File: config.mk
export PLATFORM = sky130hd
export DESIGN_NAME = decode_stage_flat
export DESIGN_NICKNAME = d
export VERILOG_FILES = /design/src/rtl/cpu_pkg.sv /design/src/rtl/decode_stage_if.sv /design/src/rtl/hazard_scoreboard.sv /design/src/rtl/decode_stage.sv /design/src/flat_wrapper.sv
export SDC_FILE = /design/constraint.sdc
export NUM_CORES = 1
export LEC_CHECK = 0
export ABC_CLOCK_PERIOD_IN_PS = 2100
export BUFFER_PORTS_ARGS = -buffer_cell sky130_fd_sc_hd__buf_2
export CAP_MARGIN = 20
export CORE_UTILIZATION = 51
export CTS_BUF_LIST = sky130_fd_sc_hd__clkbuf_4
export CTS_CLUSTER_SIZE = 25
export DETAILED_ROUTE_END_ITERATION = 8
export GPL_TIMING_DRIVEN = 0
export PLACE_DENSITY = 0.77
export SYNTH_ARGS = -nofsm -noshare
export SYNTH_HDL_FRONTEND = slang
export SYNTH_HIERARCHICAL = 1
export SYNTH_SLANG_ARGS = --single-unit
File: constraint.sdc
create_clock -name clk -period 2.1 [get_ports clk]
set_clock_uncertainty 0.05 [all_clocks]
set_input_delay 0 -clock clk [delete_from_list [all_inputs] [get_ports clk]]
set_output_delay 0 -clock clk [all_outputs]
set_load 0.05 [all_outputs]
File: src/rtl/cpu_pkg.sv
// Shared definitions for the 16-bit CPU: opcodes, ALU/branch codes, register
// indices and the decoded-slot record carried between decode and the register file.
package cpu_pkg;

    typedef enum logic [3:0] {
        OP_ADD  = 4'h0,
        OP_SUB  = 4'h1,
        OP_AND  = 4'h2,
        OP_OR   = 4'h3,
        OP_BGE  = 4'h4,
        OP_BLTZ = 4'h5,
        OP_BEZ  = 4'h6,
        OP_BEQ  = 4'h7,
        OP_BNE  = 4'h8,
        OP_MOV  = 4'h9,
        OP_LDQ  = 4'hA,
        OP_LD   = 4'hB,
        OP_ST   = 4'hC
    } opcode_e;

    // ALU and branch codes line up with opcodes 0-8, so decode forwards op directly.
    localparam logic [3:0] ALU_ADD = 4'd0;
    localparam logic [3:0] ALU_SUB = 4'd1;
    localparam logic [3:0] ALU_AND = 4'd2;
    localparam logic [3:0] ALU_OR  = 4'd3;
    localparam logic [3:0] ALU_GTE = 4'd4;
    localparam logic [3:0] ALU_LTZ = 4'd5;
    localparam logic [3:0] ALU_EZ  = 4'd6;
    localparam logic [3:0] ALU_EQ  = 4'd7;
    localparam logic [3:0] ALU_NE  = 4'd8;

    localparam logic [3:0] REG_ADR = 4'd4;

    typedef struct packed {
        logic       valid;
        logic [3:0] read_reg0;
        logic [3:0] read_reg1;
        logic [3:0] write_reg;
        logic       write;
        logic       immediate;
        logic       move;
        logic [1:0] quarter;
        logic       wr_full;
        logic [3:0] alu_op;
        logic [1:0] reg_to_mem;
        logic       mem_read;
        logic       mem_write;
        logic       illegal;
    } decode_t;

endpackage

File: src/rtl/decode_stage_if.sv
// Fetch-to-decode instruction handshake plus the branch flush line.
interface decode_stage_if;
    logic [15:0] instr_in;
    logic        instr_valid;
    logic        instr_ready;
    logic        flush;

    modport master (output instr_in, output instr_valid, output flush, input instr_ready);
    modport slave  (input instr_in, input instr_valid, input flush, output instr_ready);
endinterface

File: src/rtl/hazard_scoreboard.sv
// Shift-register scoreboard of in-flight register writes; flags a read-after-write
// hazard when any pending destination matches a source the incoming instruction uses.
module hazard_scoreboard #(
    parameter int WB_DEPTH = 2
) (
    input  logic       clk,
    input  logic       rst_n,
    input  logic       issue_valid_i,
    input  logic [3:0] issue_dest_i,
    input  logic       flush_i,
    input  logic [3:0] src0_i,
    input  logic       use0_i,
    input  logic [3:0] src1_i,
    input  logic       use1_i,
    input  logic [3:0] src2_i,
    input  logic       use2_i,
    output logic       hazard_o
);

    logic [WB_DEPTH-1:0] vld_q;
    logic [3:0]          dst_q [WB_DEPTH];

    always_ff @(posedge clk or negedge rst_n) begin
        if (!rst_n) begin
            vld_q <= '0;
            for (int i = 0; i < WB_DEPTH; i++) dst_q[i] <= 4'd0;
        end else begin
            for (int i = WB_DEPTH - 1; i > 0; i--) begin
                vld_q[i] <= vld_q[i-1];
                dst_q[i] <= dst_q[i-1];
            end
            vld_q[0] <= issue_valid_i && !flush_i;
            dst_q[0] <= issue_dest_i;
        end
    end

    always_comb begin
        hazard_o = 1'b0;
        for (int i = 0; i < WB_DEPTH; i++) begin
            if (vld_q[i] && ((use0_i && dst_q[i] == src0_i) ||
                             (use1_i && dst_q[i] == src1_i) ||
                             (use2_i && dst_q[i] == src2_i)))
                hazard_o = 1'b1;
        end
    end

endmodule

File: src/rtl/decode_stage.sv
// Instruction decode stage: combinational decode of the fetched word into
// register-file controls, one output register slot, and RAW stall via the scoreboard.
module decode_stage
    import cpu_pkg::*;
#(
    parameter int WB_DEPTH = 2
) (
    input  logic                 clk,
    input  logic                 rst_n,
    decode_stage_if.slave        fetch_if,
    output logic                 out_valid,
    output logic [3:0]           readReg0,
    output logic [3:0]           readReg1,
    output logic [3:0]           writeReg,
    output logic                 write,
    output logic                 immediate,
    output logic                 move,
    output logic [1:0]           quarter,
    output logic                 wr_full,
    output logic [3:0]           ALU_operation,
    output logic [1:0]           regToMem,
    output logic                 mem_read,
    output logic                 mem_write,
    output logic                 illegal
);

    logic [3:0] op, ra, rb, imm4;
    logic [1:0] q;
    decode_t    dec_d, dec_q;
    logic [3:0] src0, src1;
    logic       use0, use1;
    logic       hazard, accept;

    assign op   = fetch_if.instr_in[15:12];
    assign ra   = fetch_if.instr_in[11:8];
    assign rb   = fetch_if.instr_in[7:4];
    assign q    = fetch_if.instr_in[5:4];
    assign imm4 = fetch_if.instr_in[3:0];

    always_comb begin
        dec_d       = '0;
        dec_d.valid = 1'b1;
        src0        = 4'd0;
        src1        = 4'd0;
        use0        = 1'b0;
        use1        = 1'b0;
        case (op)
            OP_ADD, OP_SUB, OP_AND, OP_OR: begin
                dec_d.alu_op    = op;
                dec_d.read_reg0 = ra;
                dec_d.read_reg1 = rb;
                dec_d.write_reg = ra;
                dec_d.write     = 1'b1;
                dec_d.wr_full   = 1'b1;
                src0 = ra; use0 = 1'b1;
                src1 = rb; use1 = 1'b1;
            end
            OP_BGE, OP_BEQ, OP_BNE: begin
                dec_d.alu_op    = op;
                dec_d.read_reg0 = ra;
                dec_d.read_reg1 = rb;
                src0 = ra; use0 = 1'b1;
                src1 = rb; use1 = 1'b1;
            end
            OP_BLTZ, OP_BEZ: begin
                dec_d.alu_op    = op;
                dec_d.read_reg0 = ra;
                dec_d.read_reg1 = rb;
                src0 = ra; use0 = 1'b1;
            end
            OP_MOV: begin
                dec_d.alu_op    = ALU_ADD;
                dec_d.move      = 1'b1;
                dec_d.read_reg0 = rb;
                dec_d.write_reg = ra;
                dec_d.write     = 1'b1;
                dec_d.wr_full   = 1'b1;
                src0 = rb; use0 = 1'b1;
            end
            OP_LDQ: begin
                // Nibble load writes ra but reads nothing, so it never stalls.
                dec_d.immediate = 1'b1;
                dec_d.read_reg0 = imm4;
                dec_d.quarter   = q;
                dec_d.write_reg = ra;
                dec_d.write     = 1'b1;
            end
            OP_LD: begin
                dec_d.mem_read  = 1'b1;
                dec_d.read_reg0 = REG_ADR;
                dec_d.write_reg = ra;
                dec_d.write     = 1'b1;
                dec_d.wr_full   = 1'b1;
                src0 = REG_ADR; use0 = 1'b1;
            end
            OP_ST: begin
                dec_d.mem_write  = 1'b1;
                dec_d.reg_to_mem = ra[1:0];
                dec_d.read_reg0  = REG_ADR;
                dec_d.read_reg1  = ra;
                src0 = ra;      use0 = 1'b1;
                src1 = REG_ADR; use1 = 1'b1;
            end
            default: dec_d.illegal = 1'b1;
        endcase
    end

    hazard_scoreboard #(.WB_DEPTH(WB_DEPTH)) u_sb (
        .clk           (clk),
        .rst_n         (rst_n),
        .issue_valid_i (accept && dec_d.write),
        .issue_dest_i  (dec_d.write_reg),
        .flush_i       (fetch_if.flush),
        .src0_i        (src0),
        .use0_i        (use0),
        .src1_i        (src1),
        .use1_i        (use1),
        .src2_i        (4'd0),
        .use2_i        (1'b0),
        .hazard_o      (hazard)
    );

    assign fetch_if.instr_ready = !hazard;
    assign accept               = fetch_if.instr_valid && !hazard;

    // Flush drops an instruction accepted on the same edge; fetch still sees it consumed.
    always_ff @(posedge clk or negedge rst_n) begin
        if (!rst_n)                            dec_q <= '0;
        else if (accept && !fetch_if.flush)    dec_q <= dec_d;
        else                                   dec_q <= '0;
    end

    assign out_valid     = dec_q.valid;
    assign readReg0      = dec_q.read_reg0;
    assign readReg1      = dec_q.read_reg1;
    assign writeReg      = dec_q.write_reg;
    assign write         = dec_q.write;
    assign immediate     = dec_q.immediate;
    assign move          = dec_q.move;
    assign quarter       = dec_q.quarter;
    assign wr_full       = dec_q.wr_full;
    assign ALU_operation = dec_q.alu_op;
    assign regToMem      = dec_q.reg_to_mem;
    assign mem_read      = dec_q.mem_read;
    assign mem_write     = dec_q.mem_write;
    assign illegal       = dec_q.illegal;

endmodule

File: src/flat_wrapper.sv
// flat-port wrapper written by rule: the top's interface ports become plain ports
module decode_stage_flat import cpu_pkg::*;
#(
    parameter int WB_DEPTH = 2
)
  (clk, rst_n, out_valid, readReg0, readReg1, writeReg, write, immediate, move, quarter, wr_full, ALU_operation, regToMem, mem_read, mem_write, illegal, fetch_if_instr_in, fetch_if_instr_valid, fetch_if_flush, fetch_if_instr_ready);
  decode_stage_if fetch_if_i ();
  input  logic clk;
  input  logic rst_n;
  output logic out_valid;
  output logic [3:0] readReg0;
  output logic [3:0] readReg1;
  output logic [3:0] writeReg;
  output logic write;
  output logic immediate;
  output logic move;
  output logic [1:0] quarter;
  output logic wr_full;
  output logic [3:0] ALU_operation;
  output logic [1:0] regToMem;
  output logic mem_read;
  output logic mem_write;
  output logic illegal;
  input wire logic [$bits(fetch_if_i.instr_in)-1:0] fetch_if_instr_in;
  input wire logic [$bits(fetch_if_i.instr_valid)-1:0] fetch_if_instr_valid;
  input wire logic [$bits(fetch_if_i.flush)-1:0] fetch_if_flush;
  output wire logic [$bits(fetch_if_i.instr_ready)-1:0] fetch_if_instr_ready;
  assign fetch_if_i.instr_in = fetch_if_instr_in;
  assign fetch_if_i.instr_valid = fetch_if_instr_valid;
  assign fetch_if_i.flush = fetch_if_flush;
  assign fetch_if_instr_ready = fetch_if_i.instr_ready;
  decode_stage #(.WB_DEPTH(WB_DEPTH)) u_core (.clk(clk), .rst_n(rst_n), .fetch_if(fetch_if_i), .out_valid(out_valid), .readReg0(readReg0), .readReg1(readReg1), .writeReg(writeReg), .write(write), .immediate(immediate), .move(move), .quarter(quarter), .wr_full(wr_full), .ALU_operation(ALU_operation), .regToMem(regToMem), .mem_read(mem_read), .mem_write(mem_write), .illegal(illegal));
endmodule
Yosys cells after proc, flatten, opt, wreduce, memory -nomap -nowiden
Index checks and enable logic that the tools add are counted.

word-level totals
  bits in registers = 38
  bits of input ports = 20
  output and inout bits = 29
  logic and storage cells = 76

operators by class
  equality and inequality tests = 16
  muxes and demuxes = 19
  reduce and logical (&&, ||, !) cells = 24

operator list
  operator                                                                count
  28-bit two-way mux                                                      1
  4-bit equality test (second input constant)                             5
  4-bit by 3-bit equality test with 1-bit output (second input constant)  4
  4-bit equality test                                                     4
  4-bit one-hot mux with 2 select lines                                   2
  4-bit one-hot mux with 4 select lines                                   1
  7-bit OR reduction                                                      2
  13-bit OR reduction                                                     1
  4-bit one-hot mux with 3 select lines                                   1
  12-bit OR reduction                                                     1
  1-bit logical AND                                                       10
  1-bit two-way mux                                                       10
  10-bit OR reduction                                                     1
  9-bit OR reduction                                                      1
  4-bit by 2-bit equality test with 1-bit output (second input constant)  2
  8-bit OR reduction                                                      1
  6-bit OR reduction                                                      1
  5-bit two-way mux                                                       1
  4-bit by 1-bit equality test with 1-bit output (second input constant)  1
  4-bit zero test                                                         1
  2-bit two-way mux                                                       2
  4-bit two-way mux                                                       1
  1-bit zero test                                                         2
  1-bit logical OR                                                        2
  2-bit OR reduction                                                      1

Logic depth before layout (Yosys ltp)
  depth after elaboration = 13
  gate-level depth with buffers = 14
  mapped depth without buffers = 12

Cells and area by module
Netlist, hierarchy kept.

by module, submodules not included
  module             instances  cells each  area an instance (um^2)  seq. area each (um^2)
  decode_stage       1          129         1,343.8                  700.7
  hazard_scoreboard  1          51          550.5                    250.2

Worst setup path after synthesis
Ideal clock, no wire load.

  path kind = input to register
  start point = input fetch_if_instr_in[15]
  end point = register u_core.dec_q, in the netlist u_core/regToMem[0]
  setup time = 0.066 ns
  arrival time = 2.208 ns
  setup slack = -0.224 ns
  stages = 12
  path buffers = 2
  path through = buf_2 > nor2b_1 > a31oi_1 > o21ai_0 > xor2_1 > nor3_1 > a41oi_1 > nand4_1 > or3b_4 > buf_6 > nor3_4 > and2_1

between the ends
  word-level cells in the longest chain between the ends = 13

ends and longest elaborated chain
  item                                                                          RTL line                 text
  from (decl)                                                                   flat_wrapper.sv:24       input wire logic [$bits(fetch_if_i.instr_in)-1:0] fetch_if_instr_in;
  4-bit by 1-bit equality test with 1-bit output, or another cell as far along  decode_stage.sv:47       case (op)
  10-bit OR reduction (no source line)                                          n/a
  4-bit one-hot mux with 3 select lines (*)                                     decode_stage.sv:47
  named net u_core.src0[0]                                                      decode_stage.sv:30       logic [3:0] src0, src1;
  4-bit equality test                                                           hazard_scoreboard.sv:40  if (vld_q[i] && ((use0_i && dst_q[i] == src0_i) ||
  1-bit logical AND                                                             hazard_scoreboard.sv:40
  1-bit logical OR                                                              hazard_scoreboard.sv:40
  1-bit logical AND                                                             hazard_scoreboard.sv:40
  1-bit two-way mux                                                             hazard_scoreboard.sv:40
  1-bit two-way mux (*)                                                         hazard_scoreboard.sv:40
  named net u_core.hazard                                                       decode_stage.sv:32       logic hazard, accept;
  1-bit zero test (*)                                                           decode_stage.sv:124      assign accept = fetch_if.instr_valid && !hazard;
  1-bit logical AND (*)                                                         decode_stage.sv:124
  1-bit logical AND (*)                                                         decode_stage.sv:129      else if (accept && !fetch_if.flush) dec_q <= dec_d;
  28-bit two-way mux (*)                                                        decode_stage.sv:129
  to (signal assigned)                                                          decode_stage.sv:128      if (!rst_n) dec_q <= '0;
  to (signal assigned)                                                          decode_stage.sv:129
  to (signal assigned)                                                          decode_stage.sv:130      else dec_q <= '0;
  to (decl)                                                                     decode_stage.sv:29       decode_t dec_d, dec_q;

The timed path passes the listed nets; every way through them passes the cells marked *.

Worst setup path after layout
  start point = input fetch_if_instr_in[15]
  end point = register u_core.dec_q, in the netlist u_core/readReg1[2]

Same word-level chain as after synthesis.

==> results.toml <==
[outcome]
status = "finished, violations left"
violations = "negative setup slack"

[cells_and_area]
fillers = 238
nets = 289
syn2layout_area_growth_pct = 41.15
final_cell_count_no_fill = 316
largest_register_ffs = 8
regMostFlops = "u_core/u_sb/dst_q"
fin_util_pct = 77.68
drive_gt1_share_pct = 35.93
n_antenna_cell = 0

[min_path]
hp-class = "in2reg"

[clocking]
cts_tree = "yes"
cts_max_level = 2
cts-buffers-inserted = 5
root_buffer = "clkbuf_4"
cts.path.max_buffers = 2
cts_sinks = 38
worstSkewPairLatency_ns = 0.35
path_clk_slew_ns = 0.11

[flow_run]
maxCapViolCount = 0

[floorplanning]
start_util_pct = 55.03
pin_count = 49
die_w_um = 62.95
fp.dieH_um = 62.95
dieArea_mm2 = 0.003962
rows = 21
core_area_mm2 = 0.003442

[placement]
dp.cells = 285
place_hpwl_mm = 3.213
pre_cts_slack_ns = -0.5473
port_buffers = 47
gp_congestion = 0.9112

[pwr]
p_leak_uw = 0.001373
seqPwrFrac_pct = 44.3
p_per_area_mw_per_mm2 = 653.4
vdd_drop_max_v = 0.0003788
p_switching_uw = 480.6
pwr-share-comb_pct = 20.9
clockPowerShare_pct = 34.8
switching_share_pct = 27.51
finalPower_uw = 1747
intPower_uw = 1266

[yosys]
yosys_register_bits = 38
synth.distinct_cells = 41
synth-edff-count = 0
syn_inst = 180
synthTopCellsByArea = "dfrtp_1, xor2_1, and2_1"
yosys.area.top_type_share_pct = 50.20
yosysSeqAreaShare_pct = 50.20
synth_top_area_cell = "dfrtp_1"
syn_area_per_cell_um2 = 10.52
netlist_area_mm2 = 0.001894
async_flop_share_pct = 100.0
ys_top_cells_by_count = "dfrtp_1, and2_1, xor2_1"
synth_ff_type = "dfrtp_1"
yosysMostFrequentCell = "dfrtp_1"
yosysWarnings = 6

[worst_setup_path]
start_kind = "input port"
max_stage_delay_ns = 0.42
cpLargestDelayFamily = "simple AND/OR/NAND/NOR gates"
worstPathMaxFanout = 10
crit_required_ns = 2.34
cp_cell_sequence = "buf_2 -> buf_6 -> nor2b_4 -> a31oi_1 -> o21ai_1 -> xor2_1 -> nor4_1 -> a21oi_1 -> nand4_1 -> or3b_4 -> buf_8 -> nor3_4 -> a32o_1"
critPathCaptureType = "register"
arrival_ns = 2.40
slowest_stage = "or3b_4"
worstSetupPathType = "in2reg"
path_buf_inv = 3

[timing]
fmax_ghz = 0.4624
rsz0062_at_grt = "yes"
drv_slew = 0
tns_ns = -0.5257
setup_violations = 15
fin_crit_ns = 2.163
relSlewSlack_pct = 46.29
finalWorstSetupSlack_ns = -0.06270
hold_violations = 0
tightest_slew_ns = 0.8056
fin_crit_sh_pct = 103.0

[route]
dr.pass1.iters = 4
drtIter0Drc = 84
routed_via_density = 5.633
drc = 0
vias = 1780
totalWireLength_mm = 5.102
drt-wirelength-per-cell_um = 16.15
final_antenna_net_count = 0

[global_routing]
antenna_found_initial = 0
grt_usage_pct = 27.11
grt_max_degree = 39
grt-ovfl-total = 0
grt_pass1_wl_mm = 8.169
grt_pass1_vias = 1698
timing repair:
| action | 4_1_cts | 5_1_grt |
|---|---|---|
| resized for setup | 7 | 18 |
| hold buffers | 16 | 0 |
| endpoints found under the setup margin | 18 | 28 |
| endpoints found under the hold margin | 58 | 0 |
| setup buffers | 4 | 3 |
| pin swaps | 7 | 7 |
power by group through the flow:
stage	Combinational [uW]	Sequential [uW]	Clock, uW
final	365	774	608
after detailed placement	302	787	0
after global routing	392	776	654
after floorplan	157	837	0
after global placement	298	786	0
after CTS	341	773	623
metrics by stage:
stage	hold WS (ns)	instance area, um2
3_5_place_dp	0.08882	2275
6_report	0.02024	2674
2_1_floorplan	-0.3456	1982
5_1_grt	0.005494	2674
3_3_place_gp	0.08182	2275
4_1_cts	0.003097	2595
per-layer routing:
| layer | global-route usage (%) | part of all wire (%) |
|---|---|---|
| met1 | 33.41 | 40 |
| met3 | 10.04 | 8.8 |
| met2 | 41.80 | 47 |
| met5 | 0 | 0 |
| met4 | 12.79 | 4.0 |
cells by family (layout without fill, tap and decap cells):
logic type	after synthesis	in the layout	share of synthesized area (%)
XOR/XNOR	21	21	9.709
flip-flops	38	38	50.20
buffers and inverters	17	95	4.491
other	1	13	0.1980
AO/OA/AOI/OAI	34	34	13.61
AND/OR/NAND/NOR	69	69	21.80
path summary, 6_finish.rpt:
check	start	endpoint	slack, ns	depth (start not counted)
min reg2reg	u_core/u_sb/dst_q[4]	u_core/u_sb/dst_q[0]	0.41	0
max in group asynchronous	rst_n	u_core/u_sb/dst_q[7]	1.22	2
max reg2reg	u_core/u_sb/dst_q[6]	u_core/readReg1[2]	-0.02	9
min in group asynchronous	rst_n	u_core/quarter[1]	0.22	2
min	fetch_if_instr_in[14]	u_core/immediate	0.02	3
max	fetch_if_instr_in[15]	u_core/readReg1[2]	-0.06	13
worst min-delay path, cell delays in order:
cell     delay, ns
buf_2         0.14
nor2b_4       0.07
and3_1        0.17
layout make-up:
cell class / instances / area (um2) / area share (%)
well taps: 46 / 57.56 / 2.153
clock inverters: 3 / 63.81 / 2.387
repair buffers: 70 / 447.9 / 16.75
inverters: 7 / 26.28 / 0.9827
multi-input cells: 137 / 998.5 / 37.34
clock buffers: 5 / 37.54 / 1.404
flip-flops and latches: 38 / 957.2 / 35.80
plain buffers: 10 / 85.08 / 3.182
cell usage in the layout, fill, tap and decap left out, types with 3 or more instances in the layout:
cell / count
buf_2: 50
dfrtp_1: 33
dlygate4sd3_1: 16
xor2_1: 15
and2_1: 13
conb_1: 13
buf_4: 8
and3_1: 8
nor2b_1: 7
inv_1: 6
nand3_1: 6
clkbuf_4: 5
nor3_1: 5
xnor2_1: 5
dfrtp_2: 5
nand2_1: 4
a31oi_1: 4
nand2b_1: 4
nor2_1: 4
nand4_1: 4
and2_4: 3
a32oi_1: 3
nor3b_1: 3
Power figures use the tool's default switching activity.
